File: src/rtl/button_conditioner_if.sv
`default_nettype none
// ============================================================================
// Module      : button_conditioner_if
// Description : Button pins in, conditioned levels and event pulses out.
// Revision    : 1.0 - initial release
// ============================================================================
interface button_conditioner_if #(
    parameter int NUM_BTN = 4
);
    logic               ena;
    logic [NUM_BTN-1:0] btn_in;
    logic [NUM_BTN-1:0] btn_level;
    logic [NUM_BTN-1:0] btn_press;
    logic [NUM_BTN-1:0] btn_release;
    logic [NUM_BTN-1:0] btn_repeat;
    logic               any_step;

    modport master (
        output ena,
        output btn_in,
        input  btn_level,
        input  btn_press,
        input  btn_release,
        input  btn_repeat,
        input  any_step
    );

    modport slave (
        input  ena,
        input  btn_in,
        output btn_level,
        output btn_press,
        output btn_release,
        output btn_repeat,
        output any_step
    );
endinterface
`default_nettype wire

File: src/rtl/button_conditioner.sv
`default_nettype none
// ============================================================================
// Module      : button_conditioner
// Description : Per-channel synchroniser, debounce, edge pulses and auto-repeat.
// Revision    : 1.0 - initial release
// ============================================================================
module button_conditioner #(
    parameter int NUM_BTN         = 4,
    parameter int DEBOUNCE_CYCLES = 50_000,
    parameter int REPEAT_DELAY    = 5_000_000,
    parameter int REPEAT_PERIOD   = 1_000_000
) (
    input  logic                clk,
    input  logic                rst_n,
    button_conditioner_if.slave bus
);
    localparam int DB_W    = (DEBOUNCE_CYCLES > 1) ? $clog2(DEBOUNCE_CYCLES) : 1;
    localparam int RPT_MAX = (REPEAT_DELAY > REPEAT_PERIOD) ? REPEAT_DELAY : REPEAT_PERIOD;
    localparam int RPT_W   = (RPT_MAX > 1) ? $clog2(RPT_MAX) : 1;

    logic [NUM_BTN-1:0] level_vec;
    logic [NUM_BTN-1:0] press_vec;
    logic [NUM_BTN-1:0] release_vec;
    logic [NUM_BTN-1:0] repeat_vec;

    for (genvar i = 0; i < NUM_BTN; i++) begin : g_chan
        logic            sync1_q;
        logic            sync2_q;
        logic [DB_W-1:0] db_cnt_q;
        logic [DB_W-1:0] db_cnt_d;
        logic            level_q;
        logic            level_d;
        logic            press_q;
        logic            press_d;
        logic            release_q;
        logic            release_d;
        logic            rep_q;

        // Synchroniser deliberately ignores ena so the input is settled when ena returns.
        always_ff @(posedge clk or negedge rst_n) begin
            if (!rst_n) begin
                sync1_q <= 1'b0;
                sync2_q <= 1'b0;
            end else begin
                sync1_q <= bus.btn_in[i];
                sync2_q <= sync1_q;
            end
        end

        always_comb begin
            db_cnt_d  = db_cnt_q;
            level_d   = level_q;
            press_d   = 1'b0;
            release_d = 1'b0;
            if (!bus.ena) begin
                db_cnt_d = '0;
                level_d  = 1'b0;
            end else if (sync2_q == level_q) begin
                db_cnt_d = '0;
            end else if (db_cnt_q == DB_W'(DEBOUNCE_CYCLES - 1)) begin
                level_d   = ~level_q;
                db_cnt_d  = '0;
                press_d   = ~level_q;
                release_d = level_q;
            end else begin
                db_cnt_d = db_cnt_q + DB_W'(1);
            end
        end

        always_ff @(posedge clk or negedge rst_n) begin
            if (!rst_n) begin
                db_cnt_q  <= '0;
                level_q   <= 1'b0;
                press_q   <= 1'b0;
                release_q <= 1'b0;
            end else begin
                db_cnt_q  <= db_cnt_d;
                level_q   <= level_d;
                press_q   <= press_d;
                release_q <= release_d;
            end
        end

        if (REPEAT_DELAY > 0) begin : g_repeat
            logic [RPT_W-1:0] rpt_cnt_q;
            logic [RPT_W-1:0] rpt_cnt_d;
            logic             armed_q;
            logic             armed_d;
            logic             rep_d;

            // Holding requires the level to be high both before and after this edge,
            // so the press edge and the release edge both restart the repeat state.
            always_comb begin
                rpt_cnt_d = rpt_cnt_q;
                armed_d   = armed_q;
                rep_d     = 1'b0;
                if (!bus.ena || !level_q || !level_d) begin
                    rpt_cnt_d = '0;
                    armed_d   = 1'b0;
                end else if (!armed_q) begin
                    if (rpt_cnt_q == RPT_W'(REPEAT_DELAY - 1)) begin
                        rep_d     = 1'b1;
                        armed_d   = 1'b1;
                        rpt_cnt_d = '0;
                    end else begin
                        rpt_cnt_d = rpt_cnt_q + RPT_W'(1);
                    end
                end else if (rpt_cnt_q == RPT_W'(REPEAT_PERIOD - 1)) begin
                    rep_d     = 1'b1;
                    rpt_cnt_d = '0;
                end else begin
                    rpt_cnt_d = rpt_cnt_q + RPT_W'(1);
                end
            end

            always_ff @(posedge clk or negedge rst_n) begin
                if (!rst_n) begin
                    rpt_cnt_q <= '0;
                    armed_q   <= 1'b0;
                    rep_q     <= 1'b0;
                end else begin
                    rpt_cnt_q <= rpt_cnt_d;
                    armed_q   <= armed_d;
                    rep_q     <= rep_d;
                end
            end
        end else begin : g_no_repeat
            assign rep_q = 1'b0;
        end

        assign level_vec[i]   = level_q;
        assign press_vec[i]   = press_q;
        assign release_vec[i] = release_q;
        assign repeat_vec[i]  = rep_q;
    end

    assign bus.btn_level   = level_vec;
    assign bus.btn_press   = press_vec;
    assign bus.btn_release = release_vec;
    assign bus.btn_repeat  = repeat_vec;
    assign bus.any_step    = |(press_vec | repeat_vec);

endmodule
`default_nettype wire
File: src/flat_wrapper.sv
// flat-port wrapper written by rule: the top's interface ports become plain ports
module button_conditioner_flat 
#(
    parameter int NUM_BTN         = 4,
    parameter int DEBOUNCE_CYCLES = 50_000,
    parameter int REPEAT_DELAY    = 5_000_000,
    parameter int REPEAT_PERIOD   = 1_000_000
)
  (clk, rst_n, bus_ena, bus_btn_in, bus_btn_level, bus_btn_press, bus_btn_release, bus_btn_repeat, bus_any_step);
  button_conditioner_if #(.NUM_BTN(NUM_BTN)) bus_i ();
  input  logic clk;
  input  logic rst_n;
  input wire logic [$bits(bus_i.ena)-1:0] bus_ena;
  input wire logic [$bits(bus_i.btn_in)-1:0] bus_btn_in;
  output wire logic [$bits(bus_i.btn_level)-1:0] bus_btn_level;
  output wire logic [$bits(bus_i.btn_press)-1:0] bus_btn_press;
  output wire logic [$bits(bus_i.btn_release)-1:0] bus_btn_release;
  output wire logic [$bits(bus_i.btn_repeat)-1:0] bus_btn_repeat;
  output wire logic [$bits(bus_i.any_step)-1:0] bus_any_step;
  assign bus_i.ena = bus_ena;
  assign bus_i.btn_in = bus_btn_in;
  assign bus_btn_level = bus_i.btn_level;
  assign bus_btn_press = bus_i.btn_press;
  assign bus_btn_release = bus_i.btn_release;
  assign bus_btn_repeat = bus_i.btn_repeat;
  assign bus_any_step = bus_i.any_step;
  button_conditioner #(.NUM_BTN(NUM_BTN), .DEBOUNCE_CYCLES(DEBOUNCE_CYCLES), .REPEAT_DELAY(REPEAT_DELAY), .REPEAT_PERIOD(REPEAT_PERIOD)) u_core (.clk(clk), .rst_n(rst_n), .bus(bus_i));
endmodule
File: config.mk
export PLATFORM = sky130hd
export DESIGN_NAME = button_conditioner_flat
export DESIGN_NICKNAME = d
export VERILOG_FILES = /design/src/rtl/button_conditioner_if.sv /design/src/rtl/button_conditioner.sv /design/src/flat_wrapper.sv
export SDC_FILE = /design/constraint.sdc
export NUM_CORES = 1
export LEC_CHECK = 0
export BUFFER_PORTS_ARGS = -buffer_cell sky130_fd_sc_hd__buf_2
export CORE_ASPECT_RATIO = 1.4
export CORE_MARGIN = 2
export CORE_UTILIZATION = 60
export CTS_CLUSTER_DIAMETER = 80
export CTS_CLUSTER_SIZE = 30
export DETAILED_ROUTE_END_ITERATION = 6
export PLACE_DENSITY = 0.77
export RECOVER_POWER = 25
export SYNTH_ARGS = -nofsm -noshare
export SYNTH_HDL_FRONTEND = slang
export SYNTH_SLANG_ARGS = --single-unit
File: constraint.sdc
create_clock -name clk -period 4.13 [get_ports clk]
set_input_delay 0.2065 -clock clk [delete_from_list [all_inputs] [get_ports clk]]
set_output_delay 0.2065 -clock clk [all_outputs]
set_load 0.05 [all_outputs]
# ---- Yosys cells after proc, flatten, opt, wreduce, memory -nomap -nowiden
# Cells that the tools add are included.
dict set report word_totals {
  regBits 184
  input_bits 7
  output_inout_bits 17
  elab_cells 171
}
dict set report classes {
  n_addsub 8
  eq_ne 16
  mux 88
  bitwise 5
  reduce_logical 18
}
# op n
set op_table {}
lappend op_table {{$mux W23} 16}
lappend op_table {{$mux W16} 12}
lappend op_table {{$add A23 B1 Y23 const B} 4}
lappend op_table {{$eq A23 B20 Y1 const B} 4}
lappend op_table {{$eq A23 B23 Y1 const B} 4}
lappend op_table {{$add A16 B1 Y16 const B} 4}
lappend op_table {{$eq A16 B16 Y1 const B} 4}
lappend op_table {{$mux W1} 60}
lappend op_table {{$logic_not A1 Y1} 9}
lappend op_table {{$logic_or A1 B1 Y1} 8}
lappend op_table {{$eq A1 B1 Y1} 4}
lappend op_table {{$not A1 Y1} 4}
lappend op_table {{$or A4 B4 Y4} 1}
lappend op_table {{$reduce_or A4 Y1} 1}

# ---- Logic depth before layout (Yosys ltp)
# Gate-level depths: netlist (run 1).
dict set report depth {
  word_depth 7
  ltp_mapped 6
  ltp_nobuf 5
}

# ---- Worst setup path before layout (run 1)
# No wires, ideal clock.
dict set report synth_path {
  path_type {flip-flop to flip-flop}
  start {register u_core.g_chan[2].g_repeat.rpt_cnt_q[0]}
  end {register u_core.g_chan[2].g_repeat.rpt_cnt_q[22]}
  setup_time_ns 0.094
  arrival_ns 2.018
  t_required_ns 4.036
  slack_ns 2.018
  path_stages_with_launch 6
  path_buffers 0
  synth_period_minus_slack_ns 2.112
  cell_sequence {dfrtp_1 -> ha_1 -> nand3_2 -> or4_1 -> or4_1 -> a211oi_1}
}
dict set report synth_between {
  elab_chain_len 4
  elab_cells_between_ends 7
  classes_between {add/sub (1); eq/ne (2); mux (4)}
}
# item line
set synth_lines {}
lappend synth_lines {{start: declaration} button_conditioner.sv:85} ;# logic [RPT_W-1:0] rpt_cnt_q;
lappend synth_lines {{start signal: assignment} button_conditioner.sv:122} ;# rpt_cnt_q <= rpt_cnt_d;
lappend synth_lines {{$add A23 B1 Y23 (tied with other cells)} {button_conditioner.sv:106, button_conditioner.sv:112}}
lappend synth_lines {{$mux W23, on equally long branches} {button_conditioner.sv:101, button_conditioner.sv:108}}
lappend synth_lines {{$mux W23 *} button_conditioner.sv:100} ;# end else if (!armed_q) begin
lappend synth_lines {{$mux W23 *} button_conditioner.sv:97} ;# if (!bus.ena || !level_q || !level_d) begin
lappend synth_lines {{net u_core.g_chan[2].g_repeat.rpt_cnt_d[22]} button_conditioner.sv:86} ;# logic [RPT_W-1:0] rpt_cnt_d;
# The timed path passes the listed nets; every way through them passes the cells marked *.

# ---- Final worst setup path (run 1)
dict set report layout_path {
  start {register u_core.g_chan[2].g_repeat.rpt_cnt_q[17]}
  end {register u_core.g_chan[2].g_repeat.rpt_cnt_q[16]}
}
dict set report layout_between {
  elab_chain_len 4
  elab_cells_between_ends 6
  classes_between {eq/ne (2); mux (4)}
}
# item line
set layout_lines {}
lappend layout_lines {{$eq A23 B23 Y1 / $eq A23 B20 Y1 (equally long branches)} {button_conditioner.sv:101, button_conditioner.sv:108}}
lappend layout_lines {{$mux W23, on equally long branches} {button_conditioner.sv:101, button_conditioner.sv:108}}
lappend layout_lines {{$mux W23 *} button_conditioner.sv:100}
lappend layout_lines {{$mux W23 *} button_conditioner.sv:97}
lappend layout_lines {{net u_core.g_chan[2].g_repeat.rpt_cnt_d[16]} button_conditioner.sv:86}
# Marks and branches as above.

==> results of run 1 <==
==> routing by layer <==
layer  part of all wire [%]  wire (µm)
met1                     45       7940
met2                     51       9000
met3                    2.7        478
met4                    2.0        350
met5                      0          0
==> kinds of logic after synthesis <==
family                   count (synthesis)  share of synthesized area, %
flip-flops                             184                          50.0
buffers and inverters                   81                          4.05
adder cells (fa/ha/maj)                  8                          1.09
AO/OA/AOI/OAI                           94                          7.15
AND/OR/NAND/NOR                        466                          27.7
XOR/XNOR                               105                          9.99
==> through the flow <==
stage	std cells	setup slack [ns]
3_5_place_dp	1102	1.67
2_1_floorplan	938	2.02
4_1_cts	1139	1.65
3_3_place_gp	1102	1.72
6_report	1139	1.65
5_1_grt	1139	1.54
==> final cells by class <==
cell class	count	area, µm²
timing repair buffer	32	191
inverter	26	97.6
fill	1191	5040
clock buffer	17	425
multi-input combinational	673	4250
sequential	184	4600
clock inverter	15	131
tap	192	240
==> Yosys cell counts, drive strengths merged (2+ instances only) <==
cell type / number
a2111oi: 2
a211oi: 29
a21oi: 12
and3: 11
and4: 8
buf: 22
clkbuf: 33
dfrtp: 184
ha: 8
inv: 26
nand2: 54
nand3: 65
nand4: 42
nand4b: 2
nor2: 72
nor2b: 4
nor3: 97
nor3b: 6
nor4: 25
nor4b: 7
nor4bb: 8
o2111a: 2
o21ai: 27
o21bai: 4
o31ai: 16
or2: 7
or3: 29
or4: 26
xnor2: 71
xor2: 34
==> sequential cells by signal, summed over array words and instances (netlist names) <==
| register | count |
|---|---|
| u_core.g_chan.sync2_q | 4 |
| u_core.g_chan.release_q | 4 |
| u_core.g_chan.level_q | 4 |
| u_core.g_chan.g_repeat.armed_q | 4 |
| u_core.g_chan.press_q | 4 |
| u_core.g_chan.db_cnt_q | 64 |
| u_core.g_chan.g_repeat.rpt_cnt_q | 92 |
| u_core.g_chan.rep_q | 4 |
| u_core.g_chan.sync1_q | 4 |
==> critical path: stages (launching register included) <==
cell and delay [ns]:
dfrtp_1 0.43, or2_2 0.32, or4_1 0.53, a2111oi_4 0.63
buf_4 0.32, nor3_1 0.08
==> report_power, final <==
part	total, mW	leakage, nW	internal [mW]	switching, mW
clock network	1.54	0.268	0.794	0.744
registers	1.81	2.55	1.81	0.00604
logic	0.0625	0.825	0.0113	0.0513
==> final timing paths <==
kind                                                                         from                                           endpoint  slack [ns]  cells past startpoint
worst max-delay path            u_core.g_chan[2].g_repeat.rpt_cnt_q[17]$_DFF_PN0_  u_core.g_chan[2].g_repeat.rpt_cnt_q[16]$_DFF_PN0_        1.65                      5
worst min-delay path                                                      bus_ena               u_core.g_chan[1].release_q$_DFF_PN0_        0.19                      3
worst max register to register  u_core.g_chan[2].g_repeat.rpt_cnt_q[17]$_DFF_PN0_  u_core.g_chan[2].g_repeat.rpt_cnt_q[16]$_DFF_PN0_        1.65                      5
worst min register to register                 u_core.g_chan[0].sync1_q$_DFF_PN0_                 u_core.g_chan[0].sync2_q$_DFF_PN0_        0.35                      0
max in group asynchronous                                                   rst_n             u_core.g_chan[3].db_cnt_q[9]$_DFF_PN0_        2.65                      3
min in group asynchronous                                                   rst_n             u_core.g_chan[2].db_cnt_q[5]$_DFF_PN0_        0.45                      2
==> impl_metrics.env, run 1 <==
export IMPL_layout_cells_most_common_list="dfrtp_1, nor3_1, nor2_1"
export IMPL_setup_viol=0
export IMPL_die_y_um=151
export IMPL_grt_overflow=0
export IMPL_postSynth_asyncResetShare_pct=100
export IMPL_p_leak_nw=3.64
export IMPL_report_final_slew_viol_count=0
export IMPL_holdCritPathClass="input port to flip-flop"
export IMPL_grt_use_met2_pct=39.5
export IMPL_synth_fp_nets=953
export IMPL_skew_ns=0.00865
export IMPL_slew_headroom_pct=27.1
export IMPL_grt_pass1_wl_mm=30.7
export IMPL_synth_cell_area_um2=9200
export IMPL_clkSlewWorstSetupHoldPaths_ns=0.07
export IMPL_cts_buffers=17
export IMPL_cts_hold_repair_buffers=5
export IMPL_grt_pass1_vias=6627
export IMPL_grt_setup_unrepaired="no"
export IMPL_numPortBuffers=23
export IMPL_post_cts_resized=0
export IMPL_drt_initial_drc_count=510
export IMPL_grt_total_usage_pct=23.5
export IMPL_hold_viol_final=0
export IMPL_critical_path_startpoint_type="flip-flop"
export IMPL_cts_root_buf="clkbuf_16"
export IMPL_setup_tns_final_ns=0
export IMPL_cp_data_arrival_time_ns=2.76
export IMPL_firstDrtPassIters=5
export IMPL_ys_flop_type="dfrtp_1"
export IMPL_p_per_area_nw_per_um2=343
export IMPL_vias_per_cell=6.16
export IMPL_cts_sinks=184
export IMPL_netlist_area_leader_share_pct=50.0
export IMPL_synthTopCellsByArea="dfrtp_1, xnor2_1, nor3_1"
export IMPL_via_count=7011
export IMPL_clk_latency_ns=0.44
export IMPL_post_route_min_period_ns=2.48
export IMPL_syn_inst=938
export IMPL_grt_max_degree=124
export IMPL_drc=0
export IMPL_yosysUniqueCellTypes=44
export IMPL_cp_required_ns=4.40
export IMPL_p_total_mw=3.42
export IMPL_yosysTopAreaCell="dfrtp_1"
export IMPL_place_congestion=0.839
export IMPL_tritoncts="done"
export IMPL_fp_dieW_um=109
export IMPL_synth_edf_count=0
export IMPL_dieArea_um2=16400
export IMPL_rows=53
export IMPL_drv_cap=0
export IMPL_initial_utilization_pct=61.4
export IMPL_htreeDepth=4
export IMPL_hpwl_mm=11.8
export IMPL_critPathMaxFanout=15
export IMPL_utilization_pct=66.3
export IMPL_synth_seq_cells=184
export IMPL_ys_seq_area_share_pct=50.0
export IMPL_ir_worst_vdd_mv=0.219
export IMPL_cts_setup_buffers=0
export IMPL_syn_avg_cell_area_um2=9.81
export IMPL_path_class="flip-flop to flip-flop"
export IMPL_coreArea_um2=15000
export IMPL_postRouteAntennaNets=0
export IMPL_antenna_found_initial=0
export IMPL_drive_gt1_share_pct=7.29
export IMPL_placed_cell_area_um2=9350
export IMPL_run_status="finished, final reports clean"
export IMPL_whs_ns=0.187
export IMPL_cts_max_path_buffers=2
export IMPL_antenna_cells=0
export IMPL_design_area_um2=9940
export IMPL_area_growth_pct=8.05
export IMPL_fin_nets=949
export IMPL_io_pins=24
export IMPL_tightest_slew_ns=1.09
export IMPL_final_common_cell="dfrtp_1"
export IMPL_fin_crit_sh_pct=60.1
export IMPL_ys_warn_count=0
export IMPL_busiest_layer="met2"
export IMPL_clock_fmax_mhz=403
export IMPL_wirelength_mm=17.8
export IMPL_grt_use_met1_pct=30.3
export IMPL_endpoint_kind="flip-flop"
export IMPL_grt_use_met3_pct=3.68
export IMPL_wl_per_cell_um=15.6
No activity file was read; power rests on OpenSTA's default activity.
==> run 2, diff against run 1 <==
clock period = 2.29 ns   (was 4.13 ns; I/O delays follow)
==> impl_metrics.env, run 2 (synthesis results as in run 1) <==
export IMPL_area_growth_pct=10.7
export IMPL_clk_latency_ns=0.44
export IMPL_grt_total_usage_pct=24.9
export IMPL_r2r_setup_slack_ns=0.16
export IMPL_skew_ns=0.0123
export IMPL_cts_sinks=184
export IMPL_worstHoldPathCells=3
export IMPL_wl_per_cell_um=16.1
export IMPL_rows=53
export IMPL_fin_crit_sh_pct=93.2
export IMPL_via_count=7057
export IMPL_crit_slowest_cell="or4_4"
export IMPL_cts_root_buf="clkbuf_16"
export IMPL_ir_worst_vdd_mv=0.419
export IMPL_vias_per_cell=6.07
export IMPL_drt_initial_drc_count=316
export IMPL_numPortBuffers=23
export IMPL_crit_path_cell_trace="nand4_2 > or4_4 > buf_4 > or3_1 > a211oi_1"
export IMPL_hpwl_mm=12.8
export IMPL_tritoncts="done"
export IMPL_largest_register_ff_count=92
export IMPL_top_regs="u_core.g_chan.g_repeat.rpt_cnt_q x92, u_core.g_chan.db_cnt_q x64"
export IMPL_grt_overflow=0
export IMPL_postRouteAntennaNets=0
export IMPL_cts_setup_buffers=0
export IMPL_utilization_pct=68.0
export IMPL_grt_pass1_wl_mm=32.5
export IMPL_clock_fmax_mhz=468
export IMPL_critPathMaxFanout=7
export IMPL_grt_max_degree=56
export IMPL_r2r_cells=5
export IMPL_cp_data_arrival_time_ns=2.46
export IMPL_fp_dieW_um=109
export IMPL_antenna_found_initial=0
export IMPL_fin_nets=973
export IMPL_drv_cap=0
export IMPL_endpoint_kind="flip-flop"
export IMPL_hold_viol_final=0
export IMPL_initial_utilization_pct=61.4
export IMPL_place_congestion=0.838
export IMPL_htreeDepth=4
export IMPL_tightest_slew_ns=1.37
export IMPL_drc=0
export IMPL_fin_ws_ns=0.155
export IMPL_regMostFlops="u_core.g_chan.g_repeat.rpt_cnt_q"
export IMPL_grt_setup_unrepaired="no"
export IMPL_wirelength_mm=18.7
export IMPL_reg2reg_from="u_core.g_chan[0].g_repeat.rpt_cnt_q[8]$_DFF_PN0_"
export IMPL_firstDrtPassIters=5
export IMPL_report_final_slew_viol_count=0
export IMPL_run_status="finished, final reports clean"
export IMPL_crit_buf_inv=1
export IMPL_min_from="bus_ena"
export IMPL_io_pins=24
export IMPL_r2r_end="u_core.g_chan[0].g_repeat.rpt_cnt_q[15]$_DFF_PN0_"
export IMPL_setup_viol=0
export IMPL_slew_headroom_pct=8.49
export IMPL_dieArea_um2=16400
export IMPL_cp_required_ns=2.61
export IMPL_post_route_min_period_ns=2.13
export IMPL_p_leak_nw=3.81
export IMPL_cpPeakStageDelay_ns=0.59
export IMPL_p_total_mw=6.42
export IMPL_antenna_cells=0
export IMPL_holdCritPathClass="input port to flip-flop"
export IMPL_layout_cells_most_common_list="dfrtp_1, nor3_1, nor2_1"
export IMPL_path_class="flip-flop to flip-flop"
export IMPL_drive_gt1_share_pct=10.7
export IMPL_dp_slack_ns=0.153
export IMPL_min_to="u_core.g_chan[1].release_q$_DFF_PN0_"
export IMPL_cts_buffers=17
export IMPL_coreArea_um2=15000
export IMPL_p_per_area_nw_per_um2=630
export IMPL_grt_pass1_vias=7142
export IMPL_fillers=1193
export IMPL_critical_path_startpoint_type="flip-flop"
export IMPL_clkSlewWorstSetupHoldPaths_ns=0.07
export IMPL_die_y_um=151
export IMPL_final_common_cell="dfrtp_1"
export IMPL_setup_tns_final_ns=0
export IMPL_cts_max_path_buffers=2
export IMPL_path_delay_family="simple AND/OR/NAND/NOR gates"
[run 2: final cells by class]
type	instances	area, µm²	area share, %
clock inverters	14	170	1.67
multi-input cells	673	4260	41.8
clock buffers	18	439	4.31
well taps	192	240	2.36
inverters	26	97.6	0.958
repair buffers	56	374	3.67
flip-flops and latches	184	4600	45.2
[run 2: power breakdown]
group	switching [mW]	internal, mW	leakage (nW)	total (mW)
clock	1.27	1.75	0.289	3.02
sequential	0.0119	3.26	2.55	3.27
combinational	0.0944	0.0269	0.970	0.121
[run 2: timing repair]
item,in CTS,in global routing
hold buffers,5,0
resized for setup,0,2
setup endpoints to repair,0,3
endpoints found under the hold margin,54,0
[run 2: routing by layer]
| layer | global-route usage [%] | wire length, µm | up-vias |
|---|---|---|---|
| met1 | 30.0 | 8050 | 3505 |
| met4 | 9.68 | 351 | 0 |
| met3 | 3.77 | 389 | 32 |
| met5 | 0 | 0 | - |
| li1 | - | - | 3436 |
| met2 | 44.3 | 9920 | 84 |
[run 2: worst max-delay path by stage]
stage	start	end	cells after the start
6_report	u_core.g_chan[0].g_repeat.rpt_cnt_q[8]$_DFF_PN0_	u_core.g_chan[0].g_repeat.rpt_cnt_q[15]$_DFF_PN0_	5
5_1_grt	rst_n	u_core.g_chan[1].g_repeat.armed_q$_DFF_PN0_	3
4_1_cts	u_core.g_chan[0].g_repeat.rpt_cnt_q[8]$_DFF_PN0_	u_core.g_chan[0].g_repeat.rpt_cnt_q[17]$_DFF_PN0_	5
3_5_place_dp	u_core.g_chan[0].g_repeat.rpt_cnt_q[8]$_DFF_PN0_	u_core.g_chan[0].g_repeat.rpt_cnt_q[17]$_DFF_PN0_	5
3_3_place_gp	u_core.g_chan[1].g_repeat.rpt_cnt_q[0]$_DFF_PN0_	u_core.g_chan[1].g_repeat.rpt_cnt_q[22]$_DFF_PN0_	5
2_1_floorplan	u_core.g_chan[2].g_repeat.rpt_cnt_q[0]$_DFF_PN0_	u_core.g_chan[2].g_repeat.rpt_cnt_q[22]$_DFF_PN0_	5
[run 2: per-stage QoR]
| stage | cells | hold slack (ns) | area, µm² |
|---|---|---|---|
| floorplan | 938 | -0.181 | 9200 |
| CTS | 1163 | 0.0822 | 10200 |
| detailed placement | 1126 | 0.123 | 9550 |
| finish | 1163 | 0.0960 | 10200 |
| global route | 1163 | 0.111 | 10200 |
| global placement | 1126 | 0.117 | 9550 |
[run 2: worst min-delay path: cells and delay by family]
kind,cells,cell delay [ns]
buf+inv,1,0.21
simple gates,2,0.16
